$ cat config.mk
export PLATFORM = sky130hd
export DESIGN_NAME = mod9_wrap_display_flat
export DESIGN_NICKNAME = d
export VERILOG_FILES = /design/src/rtl/mod9_disp_pkg.sv /design/src/rtl/mod9_wrap_display_if.sv /design/src/rtl/seg7_decode.sv /design/src/rtl/mod9_wrap_display.sv /design/src/flat_wrapper.sv
export SDC_FILE = /design/constraint.sdc
export NUM_CORES = 1
export LEC_CHECK = 0
export BUFFER_PORTS_ARGS = -buffer_cell sky130_fd_sc_hd__clkbuf_2
export CORE_MARGIN = 8
export CORE_UTILIZATION = 45
export DETAILED_ROUTE_END_ITERATION = 7
export PLACE_DENSITY = 0.77
export RECOVER_POWER = 50
export SYNTH_ARGS = -nofsm -noshare
export SYNTH_HDL_FRONTEND = slang
export SYNTH_SLANG_ARGS = --single-unit
export TNS_END_PERCENT = 30
$ cat constraint.sdc
create_clock -name clkIn -period 3.25 [get_ports clkIn]
set_input_delay 0.325 -clock clkIn [delete_from_list [all_inputs] [get_ports clkIn]]
set_output_delay 0.325 -clock clkIn [all_outputs]
set_load 0.005 [all_outputs]
$ cat src/rtl/mod9_disp_pkg.sv
// Shared constants for the mod-9 wrap display.
// Covers segment patterns {g,f,e,d,c,b,a}, digit enables and the refresh state type.
package mod9_disp_pkg;

  localparam logic [6:0] SEG_0     = 7'b0111111;
  localparam logic [6:0] SEG_1     = 7'b0000110;
  localparam logic [6:0] SEG_2     = 7'b1011011;
  localparam logic [6:0] SEG_3     = 7'b1001111;
  localparam logic [6:0] SEG_4     = 7'b1100110;
  localparam logic [6:0] SEG_5     = 7'b1101101;
  localparam logic [6:0] SEG_6     = 7'b1111101;
  localparam logic [6:0] SEG_7     = 7'b0000111;
  localparam logic [6:0] SEG_8     = 7'b1111111;
  localparam logic [6:0] SEG_9     = 7'b1101111;
  localparam logic [6:0] SEG_DASH  = 7'b1000000;
  localparam logic [6:0] SEG_BLANK = 7'b0000000;

  localparam logic [1:0] DIG_UNITS = 2'b01;
  localparam logic [1:0] DIG_TENS  = 2'b10;

  typedef enum logic {ST_UNITS, ST_TENS} state_t;

endpackage

$ cat src/rtl/mod9_wrap_display_if.sv
// Count input and display outputs of the mod-9 wrap display.
// The upstream/driver side uses master; the display block uses slave.
interface mod9_wrap_display_if;
  logic [3:0] Dat;
  logic [6:0] seg;
  logic [1:0] digSel;
  logic [3:0] wrapCnt;
  logic       wrapPulse;
  logic       errFlag;

  modport master (output Dat, input seg, digSel, wrapCnt, wrapPulse, errFlag);
  modport slave  (input Dat, output seg, digSel, wrapCnt, wrapPulse, errFlag);
endinterface

$ cat src/rtl/seg7_decode.sv
// Combinational BCD to 7-segment lookup; codes above 9 show a dash.
module seg7_decode
  import mod9_disp_pkg::*;
(
  input  logic [3:0] code,
  output logic [6:0] seg
);

  always_comb begin
    seg = SEG_DASH;
    case (code)
      4'd0: seg = SEG_0;
      4'd1: seg = SEG_1;
      4'd2: seg = SEG_2;
      4'd3: seg = SEG_3;
      4'd4: seg = SEG_4;
      4'd5: seg = SEG_5;
      4'd6: seg = SEG_6;
      4'd7: seg = SEG_7;
      4'd8: seg = SEG_8;
      4'd9: seg = SEG_9;
      default: seg = SEG_DASH;
    endcase
  end

endmodule

$ cat src/rtl/mod9_wrap_display.sv
// Wrap counter and two-digit multiplexed display downstream of a mod-9 counter.
// Define MOD9_DISP_BLANK_EN to blank the tens digit while the wrap count is zero.
module mod9_wrap_display
  import mod9_disp_pkg::*;
#(
  parameter int MOD         = 9,
  parameter int REFRESH_DIV = 4
) (
  input  logic                 clkIn,
  input  logic                 rstIn,
  mod9_wrap_display_if.slave   bus
);

  localparam int              RW       = (REFRESH_DIV > 2) ? $clog2(REFRESH_DIV) : 1;
  localparam logic [RW-1:0]   REF_LAST = RW'(REFRESH_DIV - 1);
  localparam logic [3:0]      DAT_LAST = 4'(MOD - 1);
  localparam logic [4:0]      MOD_W    = 5'(MOD);

  state_t          state, state_nx;
  logic [RW-1:0]   ref_cnt, ref_nx;
  logic [3:0]      dat_q;
  logic [3:0]      wrap_cnt, wrap_nx;
  logic            wrap_pulse;
  logic            err_flag, err_nx;
  logic [6:0]      seg_q, seg_nx;
  logic [6:0]      seg_units, seg_tens;
  logic            wrap, illegal;

  // A wrap is the exact MOD-1 -> 0 step while the input stream is still trusted
  assign wrap    = (dat_q == DAT_LAST) && (bus.Dat == 4'd0) && !err_flag;
  assign illegal = ({1'b0, bus.Dat} >= MOD_W);
  assign err_nx  = err_flag | illegal;
  assign wrap_nx = wrap ? ((wrap_cnt == 4'd9) ? 4'd0 : wrap_cnt + 4'd1) : wrap_cnt;

  always_comb begin
    state_nx = state;
    ref_nx   = ref_cnt + RW'(1);
    if (ref_cnt == REF_LAST) begin
      ref_nx   = '0;
      state_nx = (state == ST_UNITS) ? ST_TENS : ST_UNITS;
    end
  end

  seg7_decode u_units (.code(bus.Dat), .seg(seg_units));
  seg7_decode u_tens  (.code(wrap_nx), .seg(seg_tens));

  // seg is built from next-cycle values so it moves on the same edge as digSel
  always_comb begin
    seg_nx = seg_tens;
    if (err_nx) begin
      seg_nx = SEG_DASH;
    end else if (state_nx == ST_UNITS) begin
      seg_nx = seg_units;
    end else begin
`ifdef MOD9_DISP_BLANK_EN
      if (wrap_nx == 4'd0) seg_nx = SEG_BLANK;
      else                 seg_nx = seg_tens;
`else
      seg_nx = seg_tens;
`endif
    end
  end

  always_ff @(posedge clkIn) begin
    if (rstIn) begin
      state      <= ST_UNITS;
      ref_cnt    <= '0;
      dat_q      <= 4'd0;
      wrap_cnt   <= 4'd0;
      wrap_pulse <= 1'b0;
      err_flag   <= 1'b0;
      seg_q      <= SEG_0;
    end else begin
      state      <= state_nx;
      ref_cnt    <= ref_nx;
      dat_q      <= bus.Dat;
      wrap_cnt   <= wrap_nx;
      wrap_pulse <= wrap;
      err_flag   <= err_nx;
      seg_q      <= seg_nx;
    end
  end

  assign bus.seg       = seg_q;
  assign bus.digSel    = (state == ST_TENS) ? DIG_TENS : DIG_UNITS;
  assign bus.wrapCnt   = wrap_cnt;
  assign bus.wrapPulse = wrap_pulse;
  assign bus.errFlag   = err_flag;

endmodule

$ cat src/flat_wrapper.sv
// flat-port wrapper written by rule: the top's interface ports become plain ports
module mod9_wrap_display_flat import mod9_disp_pkg::*;
#(
  parameter int MOD         = 9,
  parameter int REFRESH_DIV = 4
)
  (clkIn, rstIn, bus_Dat, bus_seg, bus_digSel, bus_wrapCnt, bus_wrapPulse, bus_errFlag);
  mod9_wrap_display_if bus_i ();
  input  logic clkIn;
  input  logic rstIn;
  input wire logic [$bits(bus_i.Dat)-1:0] bus_Dat;
  output wire logic [$bits(bus_i.seg)-1:0] bus_seg;
  output wire logic [$bits(bus_i.digSel)-1:0] bus_digSel;
  output wire logic [$bits(bus_i.wrapCnt)-1:0] bus_wrapCnt;
  output wire logic [$bits(bus_i.wrapPulse)-1:0] bus_wrapPulse;
  output wire logic [$bits(bus_i.errFlag)-1:0] bus_errFlag;
  assign bus_i.Dat = bus_Dat;
  assign bus_seg = bus_i.seg;
  assign bus_digSel = bus_i.digSel;
  assign bus_wrapCnt = bus_i.wrapCnt;
  assign bus_wrapPulse = bus_i.wrapPulse;
  assign bus_errFlag = bus_i.errFlag;
  mod9_wrap_display #(.MOD(MOD), .REFRESH_DIV(REFRESH_DIV)) u_core (.clkIn(clkIn), .rstIn(rstIn), .bus(bus_i));
endmodule
==> impl_metrics.json, run 1 <==
{
  "drive_gt1_frac": 0.145,
  "cp-start-kind": "input pin",
  "overflow": 0,
  "syn_area_per_cell_um2": 8.28,
  "clk_pin_slew_ns": 0.11,
  "netlist_instances": 156,
  "cts_buffers": 3,
  "vias": 1185,
  "path_cells": "clkbuf_1, inv_1, ha_1, and4bb_2, nand2_1, xor2_1, buf_4, inv_1, ha_1, inv_1, nor3_1, a21oi_1, a211o_1, a311o_1",
  "fin_nets": 192,
  "fmax_mhz": 390,
  "antenna_found_initial": 0,
  "cellPowerDensity_nw_per_um2": 388,
  "clock_latency_ns": 0.30,
  "die_w_um": 69.6,
  "core_area_um2": 2730,
  "grt_usage": 0.118,
  "worstMarginPinSlew_ns": 0.791,
  "hp-class": "input pin to register",
  "syn_to_final_growth_pct": 11.0,
  "clockBufferDepth": 2,
  "routed_wl_mm": 2.98,
  "drt_first_pass_iters": 4,
  "tns_ns": 0,
  "path_buf_inv": 5,
  "crit_path_end_kind": "register",
  "multiInputGateArea_um2": 800,
  "seq_area_frac_synth": 0.310,
  "hpwl_mm": 2.30,
  "critical_path_arrival_ns": 2.76,
  "cts.sinks": 20,
  "cpLargestDelayFamily": "compound AO/OA/AOI/OAI gates",
  "cts_tree": "done",
  "seq_area_um2": 400,
  "fin_skew_ns": 0.000610,
  "path_class": "input pin to register",
  "path_max_fanout": 6,
  "dominantRegCellSynth": "dfxtp_1",
  "fill_cells": 262,
  "rsz0062_at_grt": "no",
  "grt_first_pass_wirelength_mm": 4.96,
  "drc": 0,
  "ys_ff_latch": 20,
  "gp_congestion": 0.942,
  "die_area_um2": 4840,
  "grt_pass1_vias": 1146,
  "cp_slowest_stage_delay_ns": 0.31,
  "drtAntennaViolNets": 0,
  "crit_path_frequent_cell": "inv_1",
  "crit_slowest_cell": "a211o_1",
  "leakage_nw": 0.642,
  "start_util": 0.472,
  "portBuffers": 20,
  "cts_setup_buffers": 0,
  "period_minus_slack_ns": 2.56,
  "synthesis.area_um2": 1290,
  "fin_crit_sh": 0.788,
  "relSlewSlack": 0.473,
  "finalMaxSlewViolations": 0,
  "synth_top_area_frac": 0.310,
  "synth-edff-count": 0,
  "routedWlPerCell_um": 14.7,
  "crit_required_ns": 3.45,
  "via_per_inst": 5.84,
  "finalSetupViolations": 0,
  "outcome": "complete, no violations",
  "row_count": 19,
  "htree_levels": 1,
  "netlist_top_cells_area": "dfxtp_1 31%, ha_1 13%, nor2_1 7.0%",
  "max-cap-violations": 0,
  "whs_ns": 0.392,
  "die_height_um": 69.6,
  "hold_buffers": 0,
  "yosysUniqueCellTypes": 42,
  "irDropWorstVdd_mv": 0.443,
  "drt_iter0_drc": 47,
  "yosysWarnings": 0,
  "io_pins": 21,
  "post_cts_resized": 0,
  "synth_nets": 175,
  "clockRootBuffer": "clkbuf_4",
  "hold_violations": 0,
  "n_antenna_cell": 0,
  "grt_max_degree": 22,
  "postSynth.asyncResetShare": 0,
  "synth_area_leader_cell": "dfxtp_1"
}
## tightest hold or removal path, delay by kind of cell
kind,cells,cell delay (ns)
buffers and inverters,2,0.23
and+or+nand+nor,1,0.11
## per-layer routing
| metal | up-vias | global-route usage | routed length, um |
|---|---|---|---|
| li1 | 575 | - | - |
| met1 | 552 | 0.137 | 1280 |
| met2 | 52 | 0.197 | 1410 |
| met3 | 6 | 0.0386 | 230 |
| met4 | 0 | 0.0433 | 55 |
| met5 | - | 0 | 0 |
## worst paths after layout
path	from	to	slack [ns]	cells after the start
worst min-delay path	bus_Dat[0]	u_core.dat_q[0]	0.39	3
worst max-delay path	bus_Dat[1]	u_core.bus.seg[6]	0.69	14
worst max register to register	u_core.dat_q[1]	u_core.bus.seg[6]	0.83	11
worst min register to register	u_core.ref_cnt[0]	u_core.ref_cnt[0]	0.44	1
## Yosys cell counts, drive strengths merged, types with 2 or more instances
| cell | number |
|---|---|
| nand3 | 4 |
| a31oi | 2 |
| o21a | 3 |
| nand2b | 5 |
| a211o | 2 |
| nand2 | 7 |
| mux2i | 2 |
| dfxtp | 20 |
| inv | 9 |
| clkbuf | 6 |
| a21o | 2 |
| ha | 13 |
| xnor2 | 3 |
| a21oi | 16 |
| nor3 | 3 |
| xor2 | 2 |
| nor2 | 24 |
| nor3b | 2 |
| buf | 5 |
| or2 | 2 |
| a211oi | 3 |
| o21ai | 7 |
## area by class of cell
cell class,instances,share of cell area
flip-flops and latches,20,0.279
multi-input cells,116,0.558
repair buffers,23,0.0759
clock inverters,1,0.0209
clock buffers,3,0.0157
well taps,31,0.0271
inverters,9,0.0236
## cells in the final DEF, fill, tap and decap left out, drive strengths merged, types with 2 or more instances in the layout
master  instances
nand2b          5
nor3            3
clkbuf         23
nor3b           2
buf             3
xnor2           3
nor2           24
a211o           2
a21o            2
ha             13
o21a            3
nand2           7
xor2            2
o21ai           7
a31oi           2
inv             9
or2             2
a21oi          16
mux2i           2
a211oi          3
dfxtp          20
nand3           4
## power breakdown
part           switching [mW]  internal (mW)  total (mW)  leakage [nW]
clock network          0.0768          0.125       0.201        0.0279
registers             0.00783          0.264       0.272         0.166
logic                  0.0484         0.0349      0.0833         0.448
total                   0.133          0.423       0.556         0.642
## registers in the layout, summed over array words and instances (netlist names)
register              flops
u_core.dat_q              4
u_core.ref_cnt            2
u_core.bus.seg            7
u_core.state              1
u_core.bus.wrapCnt        4
u_core.bus.errFlag        1
u_core.bus.wrapPulse      1
## cell families after synthesis
kind of cell               share of synthesized area
adders and majority gates                      0.126
DFF                                            0.310
buffers and inverters                         0.0707
AOI/OAI and AO/OA                              0.231
xor gates and xnor gates                      0.0339
muxes                                         0.0155
and+or+nand+nor                                0.213
## through the flow
step                      worst slack (ns)  power (mW)  area, um^2  instances  utilization
final                                0.688       0.556        1430        203        0.524
after global routing                 0.476       0.587        1430        203        0.524
after CTS                            0.754       0.566        1450        203        0.530
after detailed placement             0.458       0.364        1400        199        0.510
after global placement               0.595       0.361        1400        199        0.510
after floorplan                      0.725       0.334        1290        156            -
(Power assumes the default switching activity.)
==> inputs of run 2 (changes only) <==
- clock period: 3.25 -> 2.6 ns (I/O delays scaled with it)
==> impl_metrics.json, run 2 (synthesized netlist as in run 1, its figures left out) <==
{
  "outcome": "complete, no violations",
  "multiInputGateArea_um2": 800,
  "antenna_found_initial": 0,
  "core_area_um2": 2730,
  "path_class": "register to register",
  "start_util": 0.472,
  "tns_ns": 0,
  "die_area_um2": 4840,
  "fin_crit_sh": 0.894,
  "clockBufferDepth": 2,
  "worstMarginPinSlew_ns": 0.829,
  "cts.sinks": 20,
  "crit_required_ns": 2.81,
  "power_uw": 635,
  "htree_levels": 1,
  "routed_wl_mm": 3.07,
  "clk_pin_slew_ns": 0.12,
  "period_minus_slack_ns": 2.32,
  "grt_first_pass_wirelength_mm": 5.02,
  "fmax_mhz": 430,
  "finalMaxSlewViolations": 0,
  "fill_cells": 264,
  "cts_setup_buffers": 0,
  "largest_reg_flops": 7,
  "drc": 0,
  "rsz0062_at_grt": "no",
  "drt_first_pass_iters": 4,
  "post_cts_resized": 0,
  "fin_util": 0.533,
  "vias": 1200,
  "crit_path_end_kind": "register",
  "hold_buffers": 0,
  "syn_to_final_growth_pct": 12.8,
  "cp-start-kind": "register",
  "gp_congestion": 0.972,
  "seq_area_um2": 400,
  "max-cap-violations": 0,
  "io_pins": 21,
  "drt_iter0_drc": 60,
  "routedWlPerCell_um": 14.8,
  "finalSetupViolations": 0,
  "n_antenna_cell": 0,
  "fin_nets": 197,
  "leakage_nw": 0.662,
  "overflow": 0,
  "path_max_fanout": 3,
  "final_cell_mix": "24 x nor2_1, 20 x dfxtp_1, 16 x a21oi_1",
  "final_common_cell": "nor2_1",
  "irDropWorstVdd_mv": 0.403,
  "drtAntennaViolNets": 0,
  "die_height_um": 69.6,
  "cellPowerDensity_nw_per_um2": 436,
  "grt_usage": 0.122,
  "hp-class": "input pin to register",
  "grt_pass1_vias": 1133,
  "die_w_um": 69.6,
  "hold_violations": 0,
  "row_count": 19,
  "cts_tree": "done",
  "critical_path_arrival_ns": 2.53,
  "fin_skew_ns": 0.000570,
  "drive_gt1_frac": 0.175,
  "via_per_inst": 5.77,
  "clock_latency_ns": 0.31,
  "clockRootBuffer": "clkbuf_4",
  "cts_buffers": 3,
  "relSlewSlack": 0.447,
  "portBuffers": 20,
  "hpwl_mm": 2.34,
  "grt_max_degree": 21
}
## run 2: changes by cell type in the layout (fill, tap and decap cells not counted), sizes merged
cell,delta
bufinv,-1
clkbuf,+1
buf,+5
## run 2: worst max-delay path, stage by stage (launching register included)
cell     delay (ns)
dfxtp_1        0.34
nor4_4         0.33
nand2_1        0.17
xor2_1         0.18
inv_1          0.10
ha_1           0.18
inv_1          0.07
nor3_1         0.18
a21oi_1        0.07
a211o_1        0.30
a311o_1        0.31
## run 2: final timing paths
check / startpoint / end / slack [ns] / depth (start not counted)
setup / recovery: u_core.dat_q[1] / u_core.bus.seg[6] / 0.28 / 10
hold / removal: bus_Dat[3] / u_core.dat_q[3] / 0.34 / 3
hold reg to reg: u_core.ref_cnt[0] / u_core.ref_cnt[0] / 0.43 / 1
setup reg to reg: u_core.dat_q[1] / u_core.bus.seg[6] / 0.28 / 10
## run 2: layout make-up
type	count	share of cell area
tap	31	0.0266
inverter	9	0.0232
clock buffer	4	0.0249
timing repair buffer	28	0.101
sequential	20	0.275
multi-input combinational	116	0.549
## run 2: metrics by stage
step           instance area (um^2)  hold slack (ns)  instances  worst slack, ns
4_1_cts                        1470            0.328        208            0.274
3_3_place_gp                   1430            0.412        204            0.220
2_1_floorplan                  1290            0.404        156            0.140
3_5_place_dp                   1430            0.416        204           0.0928
6_report                       1460            0.338        208            0.275
5_1_grt                        1460            0.333        208            0.124
## run 2: power by group
group          total (mW)  leakage, nW  switching [mW]  internal, mW
clock network       0.188       0.0210           0.102        0.0856
registers           0.340        0.166         0.00983         0.330
logic               0.108        0.475          0.0618        0.0458
total               0.635        0.662           0.174         0.461
## run 2: per-layer routing
metal  vias up  global-route usage  wire (um)
met4         0              0.0387         40
met2        53               0.198       1460
met1       560               0.144       1370
met3         4              0.0458        206
met5         -                   0          0
li1        583                   -          -
